File: src/rtl/wb_arbiter_pkg.sv
`default_nettype none
// ============================================================================
// Module   : wb_arbiter_pkg
// Brief    : Shared widths and the result bundle type for the writeback stage.
// Revision : 1.0
// ============================================================================
package wb_arbiter_pkg;

  localparam int INST_ID_BITS = 6;
  localparam int PRN_BITS     = 6;
  localparam int MAX_OPERANDS = 3;
  localparam int DATA_BITS    = 64;

  typedef struct packed {
    logic [INST_ID_BITS-1:0]                 inst_id;
    logic [MAX_OPERANDS-1:0][PRN_BITS-1:0]   prn;
    logic [MAX_OPERANDS-1:0][DATA_BITS-1:0]  data;
    logic [MAX_OPERANDS-1:0]                 data_valid;
  } wb_bundle_t;

endpackage
`default_nettype wire

File: src/rtl/wb_arbiter_fifo.sv
`default_nettype none
// ============================================================================
// Module   : wb_arbiter_fifo
// Brief    : Per-FU result bundle FIFO with push/pop/flush and next-count output.
// Revision : 1.0
// ============================================================================
module wb_arbiter_fifo
  import wb_arbiter_pkg::*;
#(
  parameter int DEPTH    = 4,
  parameter int CNT_BITS = $clog2(DEPTH) + 1
) (
  input  logic                clk,
  input  logic                rst_n,
  input  logic                flush,
  input  logic                push,
  input  wb_bundle_t          push_data,
  input  logic                pop,
  output logic [CNT_BITS-1:0] count_next,
  output wb_bundle_t          head,
  output logic                empty,
  output logic                overflow
);

  localparam int PTR_BITS = $clog2(DEPTH);

  wb_bundle_t          r_mem [DEPTH];
  logic [PTR_BITS-1:0] r_rd_ptr;
  logic [PTR_BITS-1:0] r_wr_ptr;
  logic [CNT_BITS-1:0] r_count;
  logic                w_full;
  logic                w_pop_ok;
  logic                w_push_ok;

  assign w_full    = (r_count == CNT_BITS'(DEPTH));
  assign empty     = (r_count == '0);
  assign w_pop_ok  = pop & ~empty & ~flush;
  // A full FIFO still accepts a push when its head leaves in the same cycle.
  assign w_push_ok = push & (~w_full | w_pop_ok) & ~flush;
  assign overflow  = push & w_full & ~w_pop_ok & ~flush;
  assign head      = r_mem[r_rd_ptr];

  always_comb begin
    count_next = r_count;
    if (flush) begin
      count_next = '0;
    end else begin
      count_next = r_count + CNT_BITS'(w_push_ok) - CNT_BITS'(w_pop_ok);
    end
  end

  always_ff @(posedge clk or negedge rst_n) begin
    if (!rst_n) begin
      r_rd_ptr <= '0;
      r_wr_ptr <= '0;
      r_count  <= '0;
    end else if (flush) begin
      r_rd_ptr <= '0;
      r_wr_ptr <= '0;
      r_count  <= '0;
    end else begin
      r_count <= count_next;
      if (w_pop_ok) begin
        r_rd_ptr <= r_rd_ptr + PTR_BITS'(1);
      end
      if (w_push_ok) begin
        r_wr_ptr <= r_wr_ptr + PTR_BITS'(1);
      end
    end
  end

  always_ff @(posedge clk) begin
    if (w_push_ok) begin
      r_mem[r_wr_ptr] <= push_data;
    end
  end

endmodule
`default_nettype wire

File: src/rtl/wb_arbiter.sv
`default_nettype none
// ============================================================================
// Module   : wb_arbiter
// Brief    : Writeback arbiter: buffers FU results and round-robin retires up to
//            WB_WIDTH bundles per cycle to the PRF, wakeup and ROB.
// Revision : 1.0
// ============================================================================
module wb_arbiter
  import wb_arbiter_pkg::*;
#(
  parameter int FU_COUNT     = 4,
  parameter int WB_WIDTH     = 2,
  parameter int FIFO_DEPTH   = 4,
  parameter int STALL_MARGIN = 2
) (
  input  logic                                                 clk,
  input  logic                                                 rst,
  input  logic                                                 flush,
  input  logic [FU_COUNT-1:0]                                  fu_out_valid,
  input  logic [FU_COUNT-1:0][INST_ID_BITS-1:0]                fu_out_inst_id,
  input  logic [FU_COUNT-1:0][MAX_OPERANDS-1:0][PRN_BITS-1:0]  fu_out_prn,
  input  logic [FU_COUNT-1:0][MAX_OPERANDS-1:0][DATA_BITS-1:0] fu_out_data,
  input  logic [FU_COUNT-1:0][MAX_OPERANDS-1:0]                fu_out_data_valid,
  output logic [FU_COUNT-1:0]                                  fu_stall,
  output logic [WB_WIDTH-1:0][MAX_OPERANDS-1:0]                prf_wen,
  output logic [WB_WIDTH-1:0][MAX_OPERANDS-1:0][PRN_BITS-1:0]  prf_wprn,
  output logic [WB_WIDTH-1:0][MAX_OPERANDS-1:0][DATA_BITS-1:0] prf_wdata,
  output logic [WB_WIDTH-1:0]                                  cmp_valid,
  output logic [WB_WIDTH-1:0][INST_ID_BITS-1:0]                cmp_inst_id,
  output logic                                                 overflow_err
);

  localparam int FU_BITS  = (FU_COUNT > 1) ? $clog2(FU_COUNT) : 1;
  localparam int CNT_BITS = $clog2(FIFO_DEPTH) + 1;

  logic [1:0]                  r_rst_sync;
  logic                        w_rst_n;
  wb_bundle_t                  w_head [FU_COUNT];
  logic [FU_COUNT-1:0]         w_empty;
  logic [FU_COUNT-1:0]         w_ovf;
  logic [CNT_BITS-1:0]         w_count_next [FU_COUNT];
  logic [FU_COUNT-1:0]         w_pop;
  logic [WB_WIDTH-1:0]         w_lane_vld;
  logic [WB_WIDTH-1:0][FU_BITS-1:0] w_lane_fu;
  wb_bundle_t                  w_lane_bundle [WB_WIDTH];
  logic [FU_BITS-1:0]          w_rr_next;
  logic [FU_BITS-1:0]          r_rr_ptr;
  logic [FU_COUNT-1:0]         r_stall;
  logic                        r_overflow;

  // Assertion is immediate; release waits two clock edges.
  always_ff @(posedge clk or negedge rst) begin
    if (!rst) begin
      r_rst_sync <= 2'b00;
    end else begin
      r_rst_sync <= {r_rst_sync[0], 1'b1};
    end
  end

  assign w_rst_n = r_rst_sync[1];

  for (genvar i = 0; i < FU_COUNT; i++) begin : g_fifo
    wb_bundle_t w_in;

    assign w_in.inst_id    = fu_out_inst_id[i];
    assign w_in.prn        = fu_out_prn[i];
    assign w_in.data       = fu_out_data[i];
    assign w_in.data_valid = fu_out_data_valid[i];

    wb_arbiter_fifo #(
      .DEPTH    (FIFO_DEPTH),
      .CNT_BITS (CNT_BITS)
    ) u_fifo (
      .clk        (clk),
      .rst_n      (w_rst_n),
      .flush      (flush),
      .push       (fu_out_valid[i]),
      .push_data  (w_in),
      .pop        (w_pop[i]),
      .count_next (w_count_next[i]),
      .head       (w_head[i]),
      .empty      (w_empty[i]),
      .overflow   (w_ovf[i])
    );
  end

  // Each lane claims the first non-empty, not-yet-claimed FIFO in scan order
  // from rr_ptr, so lane k carries the k-th grant.
  always_comb begin
    logic [FU_BITS-1:0] idx;
    logic               found;
    idx        = '0;
    found      = 1'b0;
    w_pop      = '0;
    w_lane_vld = '0;
    w_lane_fu  = '0;
    w_rr_next  = r_rr_ptr;
    for (int k = 0; k < WB_WIDTH; k++) begin
      found = 1'b0;
      for (int i = 0; i < FU_COUNT; i++) begin
        if (int'(r_rr_ptr) + i >= FU_COUNT) begin
          idx = FU_BITS'(int'(r_rr_ptr) + i - FU_COUNT);
        end else begin
          idx = FU_BITS'(int'(r_rr_ptr) + i);
        end
        if (!found && !w_empty[idx] && !w_pop[idx]) begin
          found         = 1'b1;
          w_pop[idx]    = 1'b1;
          w_lane_vld[k] = 1'b1;
          w_lane_fu[k]  = idx;
          w_rr_next     = (idx == FU_BITS'(FU_COUNT - 1)) ? '0 : idx + FU_BITS'(1);
        end
      end
    end
  end

  always_comb begin
    for (int k = 0; k < WB_WIDTH; k++) begin
      w_lane_bundle[k] = w_head[w_lane_fu[k]];
    end
  end

  always_ff @(posedge clk or negedge w_rst_n) begin
    if (!w_rst_n) begin
      cmp_valid   <= '0;
      cmp_inst_id <= '0;
      prf_wen     <= '0;
      prf_wprn    <= '0;
      prf_wdata   <= '0;
    end else begin
      for (int k = 0; k < WB_WIDTH; k++) begin
        if (w_lane_vld[k] && !flush) begin
          cmp_valid[k]   <= 1'b1;
          cmp_inst_id[k] <= w_lane_bundle[k].inst_id;
          prf_wen[k]     <= w_lane_bundle[k].data_valid;
          prf_wprn[k]    <= w_lane_bundle[k].prn;
          prf_wdata[k]   <= w_lane_bundle[k].data;
        end else begin
          // Idle lanes keep address/data/id stable to avoid needless toggling.
          cmp_valid[k] <= 1'b0;
          prf_wen[k]   <= '0;
        end
      end
    end
  end

  always_ff @(posedge clk or negedge w_rst_n) begin
    if (!w_rst_n) begin
      r_rr_ptr   <= '0;
      r_stall    <= '0;
      r_overflow <= 1'b0;
    end else begin
      r_rr_ptr <= flush ? '0 : w_rr_next;
      for (int i = 0; i < FU_COUNT; i++) begin
        r_stall[i] <= !flush &&
                      ((CNT_BITS'(FIFO_DEPTH) - w_count_next[i]) <= CNT_BITS'(STALL_MARGIN));
      end
      if (|w_ovf) begin
        r_overflow <= 1'b1;
      end
    end
  end

  assign fu_stall     = r_stall;
  assign overflow_err = r_overflow;

endmodule
`default_nettype wire

File: config.mk
export PLATFORM = sky130hd
export DESIGN_NAME = wb_arbiter
export DESIGN_NICKNAME = d
export VERILOG_FILES = /design/src/rtl/wb_arbiter_pkg.sv /design/src/rtl/wb_arbiter_fifo.sv /design/src/rtl/wb_arbiter.sv
export SDC_FILE = /design/constraint.sdc
export NUM_CORES = 2
export LEC_CHECK = 0
export ABC_AREA = 1
export BUFFER_PORTS_ARGS = -buffer_cell sky130_fd_sc_hd__buf_2
export CAP_MARGIN = 30
export CORE_MARGIN = 1.5
export CORE_UTILIZATION = 45
export CTS_CLUSTER_DIAMETER = 80
export CTS_CLUSTER_SIZE = 30
export DETAILED_ROUTE_END_ITERATION = 16
export HOLD_SLACK_MARGIN = 0.1
export PLACE_DENSITY_LB_ADDON = 0.1
export SYNTH_ARGS = -nofsm -noshare
export SYNTH_HDL_FRONTEND = slang
export SYNTH_SLANG_ARGS = --single-unit
File: constraint.sdc
create_clock -name clk -period 13.4 [get_ports clk]
set_clock_uncertainty 0.2 [all_clocks]
set_input_delay 0 -clock clk [delete_from_list [all_inputs] [get_ports clk]]
set_output_delay 0 -clock clk [all_outputs]
set_load 0.05 [all_outputs]
Word-level counts from Yosys, hierarchy flattened
Memory sizes are Yosys's and may differ from the RTL's.
Cells that the tools add are included.
Word-level totals
  flip-flop bits (word level): 477
  RAM bits: 3504
  bits of input ports: 883
  output and inout bits: 445
  logic and storage cells: 320
  memories: 4
Memory list
  g_fifo[0].u_fifo.r_mem: words 4, bits a word 219, read ports 1, clocked after Yosys merged registers in 0, wr ports 1, RTL line wb_arbiter_fifo.sv:27  | wb_bundle_t r_mem [DEPTH];
  g_fifo[1].u_fifo.r_mem: words 4, bits a word 219, read ports 1, clocked after Yosys merged registers in 0, wr ports 1, RTL line wb_arbiter_fifo.sv:27
  g_fifo[2].u_fifo.r_mem: words 4, bits a word 219, read ports 1, clocked after Yosys merged registers in 0, wr ports 1, RTL line wb_arbiter_fifo.sv:27
  g_fifo[3].u_fifo.r_mem: words 4, bits a word 219, read ports 1, clocked after Yosys merged registers in 0, wr ports 1, RTL line wb_arbiter_fifo.sv:27
Cells by class
  $add $sub $neg: 31
  magnitude comparators: 18
  equality and inequality tests: 8
  mux-type cells: 115
  bitwise gates (word level): 54
  reductions and logical operators: 57
Operator list (number)
  219-bit binary-select mux with 2-bit select: 2
  219-bit two-way mux: 4
  2-bit two-way mux: 41
  1-bit two-way mux: 34
  4-bit two-way mux: 8
  3-bit two-way mux: 10
  1-bit AND: 28
  4-bit OR: 7
  2-bit by 1-bit adder with 2-bit output (second input constant): 12
  1-bit binary-select mux with 2-bit select: 12
  1-bit logical AND: 24
  1-bit logical NOT: 19
  2-bit nonzero test: 8
  3-bit greater-or-equal comparator (second input constant): 5
  1-bit NOT: 13
  3-bit by 1-bit adder with 3-bit output: 4
  3-bit == test (second input constant): 4
  3-bit by 2-bit <= comparator with 1-bit output (second input constant): 4
  3-bit logical NOT: 4
  2-bit by 3-bit less-than comparator with 1-bit output (second input constant): 4
  3-bit by 1-bit subtractor with 3-bit output: 4
  3-bit subtractor (first input constant): 4
  9-bit nonzero test: 1
  1-bit demux with 2-bit select: 4
  other kinds (9): 23

Logic depth before layout (Yosys ltp)
  word-level depth: 53
  depth in mapped cells: 42
  depth with buffers taken out: 40

Cells and area by module
A second synthesis with hierarchy kept.
Second synthesis, totals
  cell total of the unflattened synthesis: 14229
  area total of the unflattened synthesis: 165820.3 µm²
By module, submodules not included
  wb_arbiter_fifo: times used 4, cells an instance 2180, area an instance 32860.3 µm², sequential area each 26480.4 µm²
  wb_arbiter: times used 1, cells an instance 5509, area an instance 34379.2 µm², sequential area each 11235.8 µm²

Worst setup path after synthesis
OpenSTA, ideal clock, no wires.
  path kind: register to register
  start: reg r_rr_ptr[0]
  end: mem g_fifo[2].u_fifo.r_mem[0][0] in the netlist's numbering, enable pin
  library setup time: 0.803 ns
  arrival: 12.870 ns
  required time: 12.397 ns
  path slack: -0.473 ns
  stages on the path, launching flop included: 31
  path buffers: 3
  clock period less this slack: 13.873 ns
  cells stage by stage: dfrtp_1 buf_6 inv_4 clkbuf_1 ha_1 inv_2 buf_2 nand3_1 o21ai_2 inv_1 nor2_4 nand2_1 nand3_1 nand3_1 nand3_2 nand4_1 nand3_1 nand3_1 nand2_1 inv_2 nand2_4 nand3_2 inv_2 nand2_4 inv_1 nand3_1 nand2_1 nand3_1 nand2_1 nand3_1 nor2_1
Between the ends
  word-level cells in the longest chain between the ends: 49
  elaborated cells on any way between the ends: 119
  those cells by class: add/sub (7); order compare (12); mux (52); bitwise (12); reduce/logical (36)
Ends and longest elaborated chain
  start, declared: RTL line wb_arbiter.sv:47  | logic [FU_BITS-1:0] r_rr_ptr;
  start signal, assigned: RTL line wb_arbiter.sv:153  | r_rr_ptr <= flush ? '0 : w_rr_next;
  2-bit by 3-bit greater-or-equal comparator with 1-bit output / 2-bit by 1-bit subtractor with 2-bit output (equally long branches): RTL line wb_arbiter.sv:101, wb_arbiter.sv:102
  2-bit two-way mux: RTL line wb_arbiter.sv:101  | if (int'(r_rr_ptr) + i >= FU_COUNT) begin
  2-bit by 3-bit less-than comparator with 1-bit output (not written as such), or another cell as far along: RTL line wb_arbiter.sv:108  | w_pop[idx] = 1'b1;
  1-bit logical AND (not written as such) / 1-bit two-way mux (equally long branches): RTL line wb_arbiter.sv:108, wb_arbiter.sv:106
  1-bit two-way mux (not written as such) / 1-bit logical NOT (equally long branches): RTL line wb_arbiter.sv:108, wb_arbiter.sv:106
  1-bit demux with 2-bit select / 1-bit logical AND (equally long branches): RTL line wb_arbiter.sv:108, wb_arbiter.sv:106
  4-bit two-way mux: RTL line wb_arbiter.sv:106  | if (!found && !w_empty[idx] && !w_pop[idx]) begin
  1-bit binary-select mux with 2-bit select: RTL line wb_arbiter.sv:106
  [31 not listed]
  1-bit logical NOT: RTL line wb_arbiter.sv:106
  1-bit logical AND: RTL line wb_arbiter.sv:106
  4-bit two-way mux *: RTL line wb_arbiter.sv:106
  1-bit AND * (2 in series): RTL line wb_arbiter_fifo.sv:37  | assign w_pop_ok = pop & ~empty & ~flush;
  1-bit OR *: RTL line wb_arbiter_fifo.sv:39  | assign w_push_ok = push & (~w_full | w_pop_ok) & ~flush;
  1-bit AND * (2 in series): RTL line wb_arbiter_fifo.sv:39
  1-bit two-way mux *: RTL line wb_arbiter_fifo.sv:73  | if (w_push_ok) begin
  1-bit two-way mux (not written as such) *: RTL line wb_arbiter_fifo.sv:74  | r_mem[r_wr_ptr] <= push_data;
  end, declared: RTL line wb_arbiter_fifo.sv:27
Mark *: on every way between the ends. The rest lies on a longest branch, timed or not. The select of a mux whose other input is x is not followed.

Final worst setup path
  start: reg r_rr_ptr[0]
  end: mem g_fifo[2].u_fifo.r_mem[1][207] in the netlist's numbering, enable pin
Same word-level chain as after synthesis.

==> flow_metrics.tcl <==
set metrics [dict create \
    status "finished, final reports clean" \
    clock_sinks 3981 \
    avgRoutedWirePerCell_microns 28.0 \
    grt_pass1_wl_microns 847000 \
    endpoint "g_fifo[2].u_fifo.r_mem[1][207]" \
    cts_tree "done" \
    fmax_mhz 132 \
    antenna_found_initial 273 \
    use_met3_pct 4.67 \
    slowest_delay_ps 810 \
    layout_commonest_cell "nand2_1" \
    use_met1_pct 41.2 \
    viasPerCell 5.88 \
    clk_latency_ps 970 \
    async_flop_share_pct 12.0 \
    period_minus_slack_ps 7580 \
    hold_class "reg -> async" \
    port_buffers 1327 \
    grt_pass1_vias 118839 \
    crit_fanout 42 \
    final_util_pct 55.2 \
    die_x_microns 607 \
    reg2reg_to "g_fifo[2].u_fifo.r_mem[1][207]" \
    ioPinCount 1328 \
    clock_path_buffers 4 \
    holdWs_ps 162 \
    drive_above_1_share_pct 11.9 \
    remaining_drc_errors 0 \
    cts_resized 0 \
    cpMostUsedCell "nand3_1" \
    tightestPinTransition_ps 1310 \
    core_sq_um 363000 \
    synth_edf_count 3504 \
    clk_pin_slew_ps 110 \
    num-nets-final 17253 \
    numCtsBuffers 194 \
    crit_slowest_cell "buf_4" \
    ys_warn_count 0 \
    required_ps 13750 \
    start_util_pct 45.3 \
    gr-total-overflow 0 \
    synth_cells 13797 \
    final_cells 21456 \
    r2r_start "r_rr_ptr[0]" \
    rsz0062_at_grt "false" \
    synth_cell_types 42 \
    area_delta_synth_final_pct 22.1 \
    vias 126115 \
    syn-num-nets 14723 \
    critPathArrivalTime_ps 7930 \
    grt_usage_pct 31.7 \
    critPathCaptureType "flop" \
    rows 221 \
    yosysSeqAreaShare_pct 71.3 \
    hpwl_microns 376000 \
    routabilityCongestion 0.862 \
    dpl.cell_count 19103 \
    ff2ff_path_depth 29 \
    dr.pass1.iters 6 \
    cap_violations 0 \
    dieArea_sq_um 369000 \
    post_cts_buffers 0 \
    period_share_pct 56.6 \
    synth_top_area_cell "edfxtp_1" \
    setup_viol 0 \
    grt_max_degree 158 \
    ys_ff_latch 3981 \
    drt_wl_total_microns 601000 \
    startpoint "r_rr_ptr[0]" \
    cts_max_level 4 \
    ys.flop_type "edfxtp_1" \
    path_class "reg -> reg" \
    hold_viol 0 \
    cts_hold_buf 1814 \
    final_cell_mix "4025 x nand2_1, 3504 x edfxtp_1, 1814 x dlygate4sd3_1" \
    yosys-top-cells-area "edfxtp_1 64%, nand2_1 9.2%, dfrtp_1 7.3%, a32o_1 5.3%, nand3_1 2.8%" \
    report.final.slew_viol_count 0 \
    synth_area_sq_um 164000 \
    busiest_layer "met2" \
    startpoint_type "flop" \
    yosys.area.top_type_share_pct 64.1 \
    ff2ff_setup_slack_ps 5820 \
    drt_iter0_markers 14154 \
    cts_root_buf "clkbuf_16" \
    met2_usage_pct 51.8 \
    syn_area_per_cell_sq_um 11.9 \
    relSlewSlack_pct 12.8 \
    die_h_microns 607 \
    ant_nets 0 \
]
[Yosys cell counts, types with 19 or more instances]
| library cell | n |
|---|---|
| a21oi_1 | 882 |
| a31oi_1 | 217 |
| a32o_1 | 870 |
| buf_1 | 39 |
| buf_2 | 131 |
| buf_4 | 21 |
| buf_6 | 42 |
| clkbuf_1 | 787 |
| dfrtp_1 | 477 |
| edfxtp_1 | 3504 |
| ha_1 | 39 |
| inv_1 | 84 |
| nand2_1 | 4026 |
| nand3_1 | 920 |
| nand4_1 | 19 |
| nor2_1 | 1157 |
| nor3_1 | 20 |
| o21ai_0 | 470 |
[cell type report]
class | count | area [sq um]
antenna | 177 | 443
tap | 4794 | 6000
inverter | 107 | 494
multi-input combinational | 8689 | 42400
clock buffer | 223 | 5090
fill | 30545 | 162000
timing repair buffer | 3354 | 27100
clock inverter | 131 | 1710
sequential | 3981 | 117000
[metrics by stage]
step / setup WS, ps / instance area [sq um] / setup TNS [ps]
2_1_floorplan: -473 / 164000 / -1657210
3_3_place_gp: 5660 / 175000 / 0
3_5_place_dp: 5790 / 175000 / 0
4_1_cts: 5780 / 200000 / 0
5_1_grt: 5330 / 200000 / 0
6_report: 5820 / 200000 / 0
[per-layer routing]
metal	vias up	share of wire, %	wire [microns]
li1	54992	-	-
met1	63156	39	234000
met2	6465	47	284000
met3	1408	7.9	47200
met4	94	5.8	35000
met5	-	0.10	614
[flip-flops by register name, indices dropped and copies added (netlist names)]
signal / count
fu_stall: 4
r_rr_ptr: 2
g_fifo.u_fifo.r_count: 12
g_fifo.u_fifo.r_rd_ptr: 8
prf_wprn: 36
cmp_inst_id: 12
g_fifo.u_fifo.r_mem: 3504
cmp_valid: 2
overflow_err: 1
r_rst_sync: 2
prf_wen: 6
g_fifo.u_fifo.r_wr_ptr: 8
prf_wdata: 384
[cell families (layout without fill, tap and decap cells)]
group                    Yosys count  in the layout  synth area share, %
flip-flops                      3981           3981                 71.3
other                              1            178              0.00228
buffers and inverters           1127           3815                 2.92
AND/OR/NAND/NOR                 6181           6181                 15.0
adder cells (fa/ha/maj)           43             43                0.346
AO/OA/AOI/OAI                   2459           2459                 10.3
XOR/XNOR                           5              5               0.0267
[how the worst min path moves through the flow]
stage,to,slack (ps),depth (start not counted)
floorplan,r_rst_sync[0],-500,0
global placement,r_rst_sync[0],-410,1
detailed placement,r_rst_sync[0],-410,1
CTS,g_fifo[3].u_fifo.r_mem[3][10],100,3
global route,g_fifo[2].u_fifo.r_mem[3][73],150,3
finish,prf_wdata[225],160,0
[worst max-delay path, delay by kind of cell, from the launching register on]
kind / cells / cell delay, ps
flip-flops: 1 / 330
AO/OA/AOI/OAI: 1 / 420
adder cells (fa/ha/maj): 1 / 460
AND/OR/NAND/NOR: 18 / 2970
buffers and inverters: 9 / 2660
Power is not shown: default switching activity piles up to over one toggle a cycle in this logic, so the estimate is an artifact.
